--- src/rtl/cpu_run_ctrl_pkg.sv ---
// Shared types and widths for the CPU execution controller.
package cpu_run_ctrl_pkg;

    localparam int unsigned CYCLE_W = 32;

    typedef enum logic [1:0] {
        IDLE = 2'd0,
        RUN  = 2'd1,
        STEP = 2'd2,
        HALT = 2'd3
    } run_state_e;

endpackage

--- src/rtl/run_ctrl_debounce.sv ---
// Step-button conditioning: 2-flop synchronizer, stability counter, debounced level
// and a single-cycle event that is high in the cycle before the level rises.
module run_ctrl_debounce #(
    parameter int unsigned DEBOUNCE_CYCLES = 16
) (
    input  logic clk,
    input  logic rst_n,
    input  logic btn,
    output logic level,
    output logic rise
);

    localparam int unsigned CNT_W = (DEBOUNCE_CYCLES > 1) ? $clog2(DEBOUNCE_CYCLES) : 1;
    localparam logic [CNT_W-1:0] CNT_LAST = CNT_W'(DEBOUNCE_CYCLES - 1);

    logic             sync_q1;
    logic             sync_q2;
    logic             level_q;
    logic             level_d;
    logic [CNT_W-1:0] cnt_q;
    logic [CNT_W-1:0] cnt_d;

    // Any sample equal to the current level restarts the stability window.
    always_comb begin
        cnt_d   = '0;
        level_d = level_q;
        if (sync_q2 != level_q) begin
            if (cnt_q == CNT_LAST) begin
                level_d = sync_q2;
            end else begin
                cnt_d = cnt_q + CNT_W'(1);
            end
        end
    end

    always_ff @(posedge clk or negedge rst_n) begin
        if (!rst_n) begin
            sync_q1 <= 1'b0;
            sync_q2 <= 1'b0;
            level_q <= 1'b0;
            cnt_q   <= '0;
        end else begin
            sync_q1 <= btn;
            sync_q2 <= sync_q1;
            level_q <= level_d;
            cnt_q   <= cnt_d;
        end
    end

    assign level = level_q;
    assign rise  = level_d & ~level_q;

endmodule

--- src/rtl/cpu_run_ctrl.sv ---
// CPU run/step/halt controller producing a one-cycle clock enable per CPU cycle.
// Optional PC breakpoint compare is built only when CPU_RUN_CTRL_BREAKPOINT_EN is defined.
module cpu_run_ctrl
    import cpu_run_ctrl_pkg::*;
#(
    parameter int unsigned FAST_DIV        = 4,
    parameter int unsigned SLOW_DIV        = 25_000_000,
    parameter int unsigned DEBOUNCE_CYCLES = 16
) (
    input  logic                CLK,
    input  logic                RST,
    input  logic                run,
    input  logic                stepBtn,
    input  logic                fastSel,
    input  logic                clr,
    input  logic [CYCLE_W-1:0]  cycleLimit,
    input  logic [31:0]         pcIn,
    input  logic [31:0]         bpAddr,
    input  logic                bpValid,
    output logic                cpuCE,
    output logic [CYCLE_W-1:0]  cycleCnt,
    output logic [1:0]          state,
    output logic                halted
);

    localparam int unsigned DIV_MAX = (FAST_DIV > SLOW_DIV) ? FAST_DIV : SLOW_DIV;
    localparam int unsigned DIV_W   = $clog2(DIV_MAX);
    localparam logic [DIV_W-1:0] FAST_LAST = DIV_W'(FAST_DIV - 1);
    localparam logic [DIV_W-1:0] SLOW_LAST = DIV_W'(SLOW_DIV - 1);

    run_state_e         state_q;
    run_state_e         state_d;
    logic [DIV_W-1:0]   div_q;
    logic [DIV_W-1:0]   div_d;
    logic [CYCLE_W-1:0] cnt_q;
    logic [CYCLE_W-1:0] cnt_d;
    logic               ce_q;
    logic               ce_d;
    logic               fast_q;
    logic               issue;

    logic               step_evt;
    logic               step_level_unused;
    logic               bp_hit;
    logic               rate_chg;
    logic               tick;
    logic               lim_on;
    logic               lim_below;
    logic               lim_hit;
    logic [DIV_W-1:0]   div_last;

    run_ctrl_debounce #(
        .DEBOUNCE_CYCLES (DEBOUNCE_CYCLES)
    ) u_debounce (
        .clk   (CLK),
        .rst_n (RST),
        .btn   (stepBtn),
        .level (step_level_unused),
        .rise  (step_evt)
    );

`ifdef CPU_RUN_CTRL_BREAKPOINT_EN
    assign bp_hit = bpValid && (pcIn == bpAddr);
`else
    logic bp_unused;
    assign bp_unused = ^{bpValid, bpAddr, pcIn};
    assign bp_hit    = 1'b0;
`endif

    assign div_last  = fastSel ? FAST_LAST : SLOW_LAST;
    assign rate_chg  = fastSel != fast_q;
    // A rate change restarts the interval, so it also swallows a coincident tick.
    assign tick      = (div_q == div_last) && !rate_chg;
    assign lim_on    = cycleLimit != '0;
    assign lim_below = lim_on && (cycleLimit <= cnt_q);
    assign lim_hit   = lim_on && ((cnt_q + CYCLE_W'(1)) == cycleLimit);

    always_comb begin
        state_d = state_q;
        div_d   = div_q;
        cnt_d   = cnt_q;
        ce_d    = 1'b0;
        issue   = 1'b0;
        if (clr) begin
            state_d = IDLE;
            cnt_d   = '0;
        end else begin
            unique case (state_q)
                IDLE: begin
                    if (lim_below) begin
                        state_d = HALT;
                    end else if (run) begin
                        state_d = RUN;
                        div_d   = '0;
                    end else if (step_evt) begin
                        state_d = STEP;
                    end
                end
                RUN: begin
                    div_d = (rate_chg || tick) ? '0 : div_q + DIV_W'(1);
                    if (lim_below) begin
                        state_d = HALT;
                    end else if (tick && bp_hit) begin
                        state_d = HALT;
                    end else if (!run) begin
                        state_d = IDLE;
                    end else if (tick) begin
                        issue = 1'b1;
                    end
                end
                STEP: begin
                    // Stay one extra cycle so the pulse issued here is seen before IDLE.
                    if (ce_q) begin
                        state_d = IDLE;
                    end else begin
                        issue = 1'b1;
                    end
                end
                HALT: begin
                    state_d = HALT;
                end
            endcase
            if (issue) begin
                ce_d  = 1'b1;
                cnt_d = cnt_q + CYCLE_W'(1);
                if (lim_hit) begin
                    state_d = HALT;
                end
            end
        end
    end

    always_ff @(posedge CLK or negedge RST) begin
        if (!RST) begin
            state_q <= IDLE;
            div_q   <= '0;
            cnt_q   <= '0;
            ce_q    <= 1'b0;
            fast_q  <= 1'b0;
        end else begin
            state_q <= state_d;
            div_q   <= div_d;
            cnt_q   <= cnt_d;
            ce_q    <= ce_d;
            fast_q  <= fastSel;
        end
    end

    assign cpuCE    = ce_q;
    assign cycleCnt = cnt_q;
    assign state    = state_q;
    assign halted   = (state_q == HALT);

endmodule

--- config.mk ---
export PLATFORM = sky130hd
export DESIGN_NAME = cpu_run_ctrl
export DESIGN_NICKNAME = d
export VERILOG_FILES = /design/src/rtl/cpu_run_ctrl_pkg.sv /design/src/rtl/run_ctrl_debounce.sv /design/src/rtl/cpu_run_ctrl.sv
export SDC_FILE = /design/constraint.sdc
export NUM_CORES = 1
export LEC_CHECK = 0
export ABC_AREA = 1
export CAP_MARGIN = 0
export CORE_ASPECT_RATIO = 2
export CORE_MARGIN = 2
export CORE_UTILIZATION = 65
export CTS_CLUSTER_SIZE = 40
export DETAILED_ROUTE_END_ITERATION = 12
export DONT_BUFFER_PORTS = 1
export PLACE_DENSITY = 0.83
export SLEW_MARGIN = 20
export SYNTH_ARGS = -nofsm -noshare
export SYNTH_HDL_FRONTEND = slang
export SYNTH_HIERARCHICAL = 1
export SYNTH_SLANG_ARGS = --single-unit
--- constraint.sdc ---
create_clock -name CLK -period 4.6 [get_ports CLK]
set_input_delay 0.69 -clock CLK [delete_from_list [all_inputs] [get_ports CLK]]
set_output_delay 0.69 -clock CLK [all_outputs]
set_load 0.02 [all_outputs]
Word level (Yosys, flattened, before mapping)

Index checks and enable logic that the tools add are counted.
Widths: inputs -> output; s select.

Register bits: 68
Input bits: 103
Output and inout bits: 36
Logic and storage cells: 65

Add/subtract/negate cells: 3
Order comparisons: 1
Equal/unequal tests: 10
Mux-type cells: 29
Bitwise logic cells: 3
Reduce and logical (&&, ||, !) cells: 10

Operators with widths:

| kind                  | number |
|---|---|
| $mux 25               | 4 |
| $mux 32               | 2 |
| $pmux 25 s2           | 1 |
| $add 32x1->32 const B | 1 |
| $eq 32x32->1          | 1 |
| $le 32x32->1          | 1 |
| $reduce_bool 32->1    | 1 |
| $add 25x1->25 const B | 1 |
| $eq 25x25->1          | 1 |
| $mux 2                | 9 |
| $mux 1                | 9 |
| $mux 4                | 2 |
| $pmux 2 s4            | 1 |
| $add 4x1->4 const B   | 1 |
| $eq 2x2->1 const B    | 2 |
| $eq 4x4->1 const B    | 1 |
| $ne 2x2->1 const B    | 2 |
| $reduce_and 4->1      | 1 |
| $reduce_bool 2->1     | 2 |
| $logic_and 1x1->1     | 3 |
| $eq 2x1->1 const B    | 1 |
| $logic_not 2->1       | 1 |
| $ne 1x1->1            | 2 |
| $not 1->1             | 2 |
| other kinds (4)       | 4 |

Depth between registers and ports, before layout

Gate-level depths: netlist (run 1).

Word-level depth: 11
Gate-level depth with buffers: 21

Hierarchy

Netlist (run 1), hierarchy kept.

By module, submodules not included:

| module            | instances | cells each | area an instance (µm²) |
|---|---|---|---|
| cpu_run_ctrl      | 1         | 933        | 5770.5 |
| run_ctrl_debounce | 1         | 32         | 289.0 |

Worst setup path after synthesis (run 1)

Ideal clock, no wire load.

Path kind: input to register
From: in cycleLimit[19]
To: reg cnt_q[11] (netlist: cycleCnt[11])
Setup time: 0.132 ns
Arrival time: 2.240 ns
Data required time: 4.468 ns
Setup slack: 2.229 ns
Stages: 14
Path buffers: 1
Path through: ha_1 > a21oi_1 > nand3_1 > nand2_1 > nand2_1 > a21oi_1 > nand2_1 > nand2_1 > nand2_1 > nand2_1 > a21oi_1 > nand2_1 > clkbuf_1 > o21ai_0

Cells in the longest elaborated chain, start to end: 6
Elaborated cells on any way between the ends: 7

Ends and longest elaborated chain:

| what                                               | line                                   | source |
|---|---|---|
| start, declared                                    | cpu_run_ctrl.sv:16                     | `input logic [CYCLE_W-1:0] cycleLimit,` |
| $le 32x32->1 or $reduce_bool 32->1 (tied branches) | cpu_run_ctrl.sv:75, cpu_run_ctrl.sv:74 |  |
| $logic_and 1x1->1 *                                | cpu_run_ctrl.sv:75                     | `assign lim_below = lim_on && (cycleLimit <= cnt_q);` |
| $mux 1 *                                           | cpu_run_ctrl.sv:101                    | `if (lim_below) begin` |
| $pmux 1 s2 *                                       | cpu_run_ctrl.sv:88                     | `unique case (state_q)` |
| $mux 1 *                                           | cpu_run_ctrl.sv:84                     | `if (clr) begin` |
| $reduce_bool 2->1 (no line) *                      | -                                      |  |
| end signal, assigned                               | cpu_run_ctrl.sv:143                    | `cnt_q <= cnt_d;` |
| end, declared                                      | cpu_run_ctrl.sv:35                     | `logic [CYCLE_W-1:0] cnt_q;` |

Mark *: on every way between the ends. The rest lies on a longest branch, timed or not. The select of a mux whose other input is x is not followed.
A chain may end at the register's enable or synchronous reset.

Worst setup path after layout (run 1)

From: reg cnt_q[23] (netlist: cycleCnt[23])
To: reg cnt_q[6] (netlist: cycleCnt[6])

Cells in the longest elaborated chain, start to end: 6

Ends and longest elaborated chain:

| what                        | line |
|---|---|
| $le 32x32->1                | cpu_run_ctrl.sv:75 |
| $logic_and 1x1->1           | cpu_run_ctrl.sv:75 |
| $mux 1                      | cpu_run_ctrl.sv:101 |
| $pmux 1 s2                  | cpu_run_ctrl.sv:88 |
| $mux 1                      | cpu_run_ctrl.sv:84 |
| $reduce_bool 2->1 (no line) | - |

No other way between the ends. The select of a mux whose other input is x is not followed.

==> results of run 1 <==
state kept, by name, indices dropped and copies added (netlist names):
signal,cells
u_debounce/sync_q1,1
u_debounce/cnt_q,4
u_debounce/level,1
state,2
fast_q,1
div_q,25
cpuCE,1
cycleCnt,32
u_debounce/sync_q2,1
cell type report:
cell class                 count  share of cell area, %
multi-input combinational    756                   58.7
sequential                    68                   26.1
inverter                     125                   7.20
clock buffer                   9                   3.46
clock inverter                 6                   2.11
tap                          102                   1.96
timing repair buffer           4                  0.461
cells in the final DEF, fill, tap and decap left out, drive strengths merged, types with 2 or more instances in the layout:
| master | n |
|---|---|
| nand3b | 7 |
| xor2 | 9 |
| nor3 | 32 |
| nor2 | 119 |
| xnor3 | 2 |
| nand3 | 115 |
| dfrtp | 68 |
| nand2 | 297 |
| inv | 124 |
| buf | 4 |
| nor4 | 7 |
| o21a | 4 |
| clkbuf | 9 |
| a211oi | 2 |
| nor3b | 3 |
| nand4 | 21 |
| a21oi | 22 |
| o21ai | 66 |
| bufinv | 4 |
| a31oi | 4 |
| ha | 40 |
| clkinv | 3 |
logic make-up (layout without fill, tap and decap cells):
| group | count (synthesis) | in the layout | synth area share (%) |
|---|---|---|---|
| AO/OA/AOI/OAI | 103 | 103 | 9.09 |
| XOR/XNOR | 12 | 12 | 2.19 |
| adder cells (fa/ha/maj) | 40 | 40 | 8.26 |
| buffers and inverters | 141 | 144 | 8.80 |
| flip-flops | 68 | 68 | 28.1 |
| AND/OR/NAND/NOR | 601 | 601 | 43.6 |
worst min-delay path by stage:
stage               slack [ns]                from            endpoint
global placement          0.34  u_debounce/sync_q1  u_debounce/sync_q2
CTS                       0.02                 RST        cycleCnt[16]
global route              0.03                 RST        cycleCnt[13]
floorplan                 0.33  u_debounce/sync_q1  u_debounce/sync_q2
detailed placement        0.34  u_debounce/sync_q1  u_debounce/sync_q2
finish                    0.03                 RST        cycleCnt[13]
through the flow:
step	hold WS [ns]	utilization, %	instances
floorplan	0.331	-	965
global placement	0.344	68.3	1055
detailed placement	0.342	68.3	1055
CTS	0.0244	72.3	1070
global route	0.0257	72.3	1070
finish	0.0280	72.3	1070
worst max-delay path: cells and delay by family (launching register included):
| family | cells | cell delay, ns |
|---|---|---|
| AO/OA/AOI/OAI | 2 | 0.63 |
| adder cells (fa/ha/maj) | 1 | 0.32 |
| buffers and inverters | 1 | 0.16 |
| flip-flops | 1 | 0.58 |
| AND/OR/NAND/NOR | 10 | 1.82 |
power by group through the flow:
stage	Combinational [mW]	Sequential, mW	Clock (mW)
global placement	0.387	0.680	0
detailed placement	0.410	0.684	0
global route	0.471	0.678	0.891
floorplan	0.301	0.673	0
CTS	0.414	0.673	0.872
finish	0.423	0.675	0.874
per-layer routing:
| layer | share of wire (%) | track usage, % |
|---|---|---|
| met5 | 0 | 0 |
| met4 | 11 | 37.2 |
| met3 | 6.9 | 10.1 |
| met2 | 52 | 74.9 |
| met1 | 31 | 36.4 |
cells in the mapped netlist:
master,number,area share (%)
nand2_1,293,18
inv_1,123,7.6
nand3_1,113,9.3
nor2_1,109,6.8
dfrtp_1,68,28
o21ai_0,57,4.7
ha_1,40,8.3
nor3_1,31,2.6
a21oi_1,22,1.8
nand4_1,21,2.2
clkbuf_1,12,0.74
o21ai_1,9,0.74
xor2_1,9,1.3
nand3b_1,7,0.87
nor4_1,7,0.72
nor2_4,6,1.1
a31oi_1,4,0.41
nand2_2,4,0.41
o21a_1,4,0.50
nor2_2,3,0.31
nor3b_1,3,0.37
a211oi_1,2,0.25
buf_2,2,0.17
nand3_2,2,0.33
xnor3_1,2,0.74
a21o_1,1,0.12
a2bb2oi_1,1,0.14
a31o_2,1,0.14
buf_1,1,0.062
clkbuf_2,1,0.083
clkinv_1,1,0.062
inv_2,1,0.062
nor2_8,1,0.33
nor3_2,1,0.17
o211ai_1,1,0.12
o31ai_1,1,0.12
xnor2_1,1,0.14
==> results.yml, run 1 <==
floorplan:
  die_height_um: 141
  die_x_um: 72.3
  initial_core_util_pct: 67.2
  die-area_mm2: 0.0102
  core-area_mm2: 0.00901
  rows: 49
  pin_count: 139
placed_design:
  placed_cell_area_mm2: 0.00615
  hpwlAfterDp_um: 15900
  gp_congestion: 1.03
  preCtsSetupSlack_ns: 1.14
  numPortBuffers: 0
clock_tree:
  postCtsSetupRepairBufs: 0
  cts_resized: 0
  cts_tree: "yes"
  path_clk_slew_ns: 0.06
  cts_buffer_depth: 2
  root_buffer: "clkbuf_16"
  clk_latency_ns: 0.35
  cts.htree.levels: 3
  clock-sinks: 68
  ctsHoldBuffers: 0
  cts_made_buffers: 9
logic_synthesis:
  yosysUniqueCellTypes: 37
  synth_seq_area_share_pct: 28.1
  yosys_register_bits: 68
  synthCells: 965
  synth_nets: 1108
  yosysWarnings: 6
  syn_area_mm2: 0.00606
  synth.avg_cell_area_um2: 6.28
sta:
  fin_ws_ns: 0.981
  fin_crit_sh_pct: 78.7
  tns_ns: 0
  hold_viol: 0
  rsz0062_at_grt: "no"
  maxSlewViolCount: 0
  fmax_ghz: 0.276
  tightest_slew_ns: 1.01
  fin_skew_ns: 0.0111
  setup_viol: 0
  period_needed_ns: 3.62
  slew_headroom_pct: 32.4
final_layout:
  diodes: 0
  finalInstanceArea_mm2: 0.00652
  layout.nets: 1107
  drive_gt1_share_pct: 3.93
  fill_cells: 777
  syn2layout_area_growth_pct: 7.54
  seqCellArea_mm2: 0.00170
  multi_input_area_mm2: 0.00382
run:
  cap_violations: 0
power_and_ir_drop:
  clkPwrFrac_pct: 44.3
  pwr-share-seq_pct: 34.2
  power_mw: 1.97
  power.leakage_nw: 2.92
  switchingPower_mw: 0.643
  max-vdd-ir-drop_mv: 0.202
  power.internal_mw: 1.33
  switching_share_pct: 32.6
  p_per_area_mw_per_mm2: 303
  combPwrFrac_pct: 21.4
detailed_routing:
  drc_errors: 0
  vias_per_cell: 6.35
  drt-total-wl_um: 20600
  post_drt_wl_per_cell_um: 19.3
  first_iter_violations: 496
  dr.pass1.iters: 6
  final_antenna_net_count: 0
  vias: 6799
setup_path:
  critPathLaunchType: "flop"
  r2r_cells: 14
  endpoint_kind: "flop"
  cp_cell_sequence: "inv_1 > ha_1 > nand2_1 > nor2_1 > nand3_1 > nor2_1 > nand2_1 > nand2_1 > nand2_1 > nand2_1 > nand2_1 > a21oi_1 > nand2_1 > o21ai_0"
  cp_slowest_cell: "nand2_1"
  r2r_start: "cycleCnt[23]"
  startpoint: "cycleCnt[23]"
  r2r-end: "cycleCnt[6]"
  cp_max_fo: 26
  crit_top_cell: "nand2_1"
  r2r_slack_ns: 0.98
  crit_end: "cycleCnt[6]"
  cp.required_ns: 4.84
  max_stage_delay_ns: 0.61
  critical_path_class: "reg -> reg"
  worst-endpoint-arrival_ns: 3.86
global_routing:
  grt_pass1_vias: 6840
  grt_max_degree: 69
  antenna_found_initial: 0
  grt-ovfl-total: 0
  grt_first_pass_wirelength_um: 32300
  grt_use_total_pct: 41.8
hold_path:
  hold_path.class: "in -> async"
status:
  status: "finished clean"
Power figures use the tool's default switching activity.
==> run 2, diff against run 1 <==
ABC_AREA = 0   (was 1)
clock period = 3.7 ns   (was 4.6 ns; I/O delays follow)
==> results.yml, run 2 <==
setup_path:
  cp_slowest_cell: "dfrtp_1"
  cpLargestDelayFamily: "compound AO/OA/AOI/OAI gates"
  critPathLaunchType: "flop"
  crit_top_cell: "buf_4"
  max_stage_delay_ns: 0.58
  cp_num_cells: 12
  cp.required_ns: 3.97
  cp_cell_sequence: "inv_1 > ha_1 > nand4_1 > nor4_1 > buf_4 > nand2_1 > o31a_1 > o311ai_0 > a21oi_1 > buf_4 > o21ai_0 > a22o_1"
  critical_path_class: "reg -> reg"
  cp_max_fo: 8
  worst-endpoint-arrival_ns: 3.79
  r2r_slack_ns: 0.18
  endpoint_kind: "flop"
  cp.buffers_inverters: 3
  r2r_cells: 12
final_layout:
  syn2layout_area_growth_pct: 11.7
  layout.nets: 828
  drive_gt1_share_pct: 9.90
  final_common_cell: "dfrtp_1"
  diodes: 0
  largest_reg_flops: 32
  most-common-layout-cells: "68 x dfrtp_1, 56 x xnor2_1, 52 x nand2_1, 52 x nor2_1, 43 x buf_4"
global_routing:
  grt_use_total_pct: 38.7
  grt_first_pass_wirelength_um: 26600
  antenna_found_initial: 0
  met2_usage_pct: 65.6
  met3_usage_pct: 10.1
  met1_usage_pct: 37.1
  grt_max_degree: 69
  busiest_layer: "met2"
  grt-ovfl-total: 0
  grt_pass1_vias: 5661
detailed_routing:
  drc_errors: 0
  vias: 5415
  drt-total-wl_um: 16500
  dr.pass1.iters: 5
  final_antenna_net_count: 0
  vias_per_cell: 6.90
  first_iter_violations: 422
  post_drt_wl_per_cell_um: 21.1
placed_design:
  gp_congestion: 0.976
  numPortBuffers: 0
  preCtsSetupSlack_ns: 0.358
  hpwlAfterDp_um: 12400
floorplan:
  die_x_um: 68.5
  die-area_mm2: 0.00910
  core-area_mm2: 0.00817
  rows: 47
  pin_count: 139
  die_height_um: 133
  initial_core_util_pct: 66.1
clock_tree:
  postCtsSetupRepairBufs: 0
  cts_tree: "yes"
  path_clk_slew_ns: 0.06
  cts.htree.levels: 3
  cts_resized: 0
  cts_made_buffers: 9
  cts_buffer_depth: 2
  ctsHoldBuffers: 1
  clock-sinks: 68
  clk_latency_ns: 0.33
  root_buffer: "clkbuf_16"
sta:
  fin_crit_sh_pct: 95.1
  hold_viol: 0
  slew_headroom_pct: 59.3
  period_needed_ns: 3.52
  tns_ns: 0
  setup_viol: 0
  fmax_ghz: 0.284
  fin_skew_ns: 0.00890
  maxSlewViolCount: 0
  rsz0062_at_grt: "no"
  fin_ws_ns: 0.182
  tightest_slew_ns: 0.604
logic_synthesis:
  synth_seq_area_share_pct: 31.5
  synth_top_area_cell: "dfrtp_1"
  ys.flop_type: "dfrtp_1"
  synth-edff-count: 0
  synthCells: 659
  synth.avg_cell_area_um2: 8.19
  synth_top_area_share_pct: 31.5
  synthTopCellsByArea: "dfrtp_1 32%, ha_1 9.3%, xnor2_1 9.1%"
  yosysUniqueCellTypes: 53
  yosysMostFrequentCell: "dfrtp_1"
  yosys_register_bits: 68
  synth_nets: 802
  synth_common_cells: "68 x dfrtp_1, 56 x xnor2_1, 52 x nand2_1, 52 x nor2_1, 40 x ha_1"
  async_flop_share_pct: 100
  yosysWarnings: 6
  syn_area_mm2: 0.00540
power_and_ir_drop:
  power_mw: 1.93
  power.internal_mw: 1.37
  combPwrFrac_pct: 17.7
  pwr-share-seq_pct: 41.2
  clkPwrFrac_pct: 41.1
  switchingPower_mw: 0.556
  p_per_area_mw_per_mm2: 320
  power.leakage_nw: 2.35
  switching_share_pct: 28.9
  max-vdd-ir-drop_mv: 0.379
run:
  cap_violations: 0
hold_path:
  hold_path.class: "in -> async"
status:
  status: "finished clean"
[run 2: cell count changes after synthesis, moves of 13 or more]
cell / previous run / this run
or3_1: 0 / 19
nand2_1: 293 / 52
a22o_1: 0 / 13
nor2_1: 109 / 52
nor4_1: 7 / 25
o21ai_0: 57 / 38
a21oi_1: 22 / 35
inv_1: 123 / 38
nand3_1: 113 / 35
xnor2_1: 1 / 56
[run 2: through the flow]
stage | instances | cell area (um^2) | util (%) | hold WS, ns
after global routing | 785 | 6030 | 73.8 | 0.120
after detailed placement | 771 | 5740 | 70.2 | 0.261
after CTS | 785 | 6030 | 73.8 | 0.111
final | 785 | 6030 | 73.8 | 0.0797
after floorplan | 659 | 5400 | - | 0.259
after global placement | 771 | 5740 | 70.2 | 0.261
[run 2: kinds of logic after synthesis]
group | share of synthesized area, %
muxes | 1.04
xor gates and xnor gates | 10.9
adders and majority gates | 9.27
buffers and inverters | 4.77
and+or+nand+nor | 27.5
DFF | 31.5
AOI/OAI and AO/OA | 15.0
[run 2: per-layer routing]
layer / up-vias / wire (um)
met3: 111 / 1130
met5: - / 0
met1: 2588 / 5320
met4: 0 / 1410
li1: 2447 / -
met2: 269 / 8670
[run 2: power by group through the flow]
| stage | Clock [mW] | Sequential, mW | Combinational [mW] |
|---|---|---|---|
| 6_report | 0.793 | 0.794 | 0.341 |
| 5_1_grt | 0.824 | 0.796 | 0.380 |
| 4_1_cts | 0.795 | 0.793 | 0.335 |
| 3_5_place_dp | 0 | 0.806 | 0.312 |
| 3_3_place_gp | 0 | 0.805 | 0.296 |
| 2_1_floorplan | 0 | 0.804 | 0.226 |
[run 2: final timing paths]
path,start,endpoint
max in group asynchronous,RST,cpuCE
setup reg to reg,cycleCnt[17],div_q[3]
setup / recovery,cycleCnt[17],div_q[3]
hold reg to reg,u_debounce/sync_q1,u_debounce/sync_q2
hold / removal,RST,cycleCnt[24]
min in group CLK,fastSel,fast_q
[run 2: cell type report]
class | count | area [um^2]
Clock inverter | 2 | 12.5
Tap cell | 98 | 123
Sequential cell | 68 | 1700
Timing Repair Buffer | 44 | 350
Multi-Input combinational cell | 524 | 3450
Fill cell | 629 | 2140
Inverter | 38 | 143
Clock buffer | 11 | 253
[run 2: worst register-to-register path, delay by kind of cell, from the launching register on]
family,cells,cell delay [ns]
compound gates,5,1.32
simple gates,3,0.65
flops,1,0.58
buf+inv,3,0.58
fa+ha+maj,1,0.32
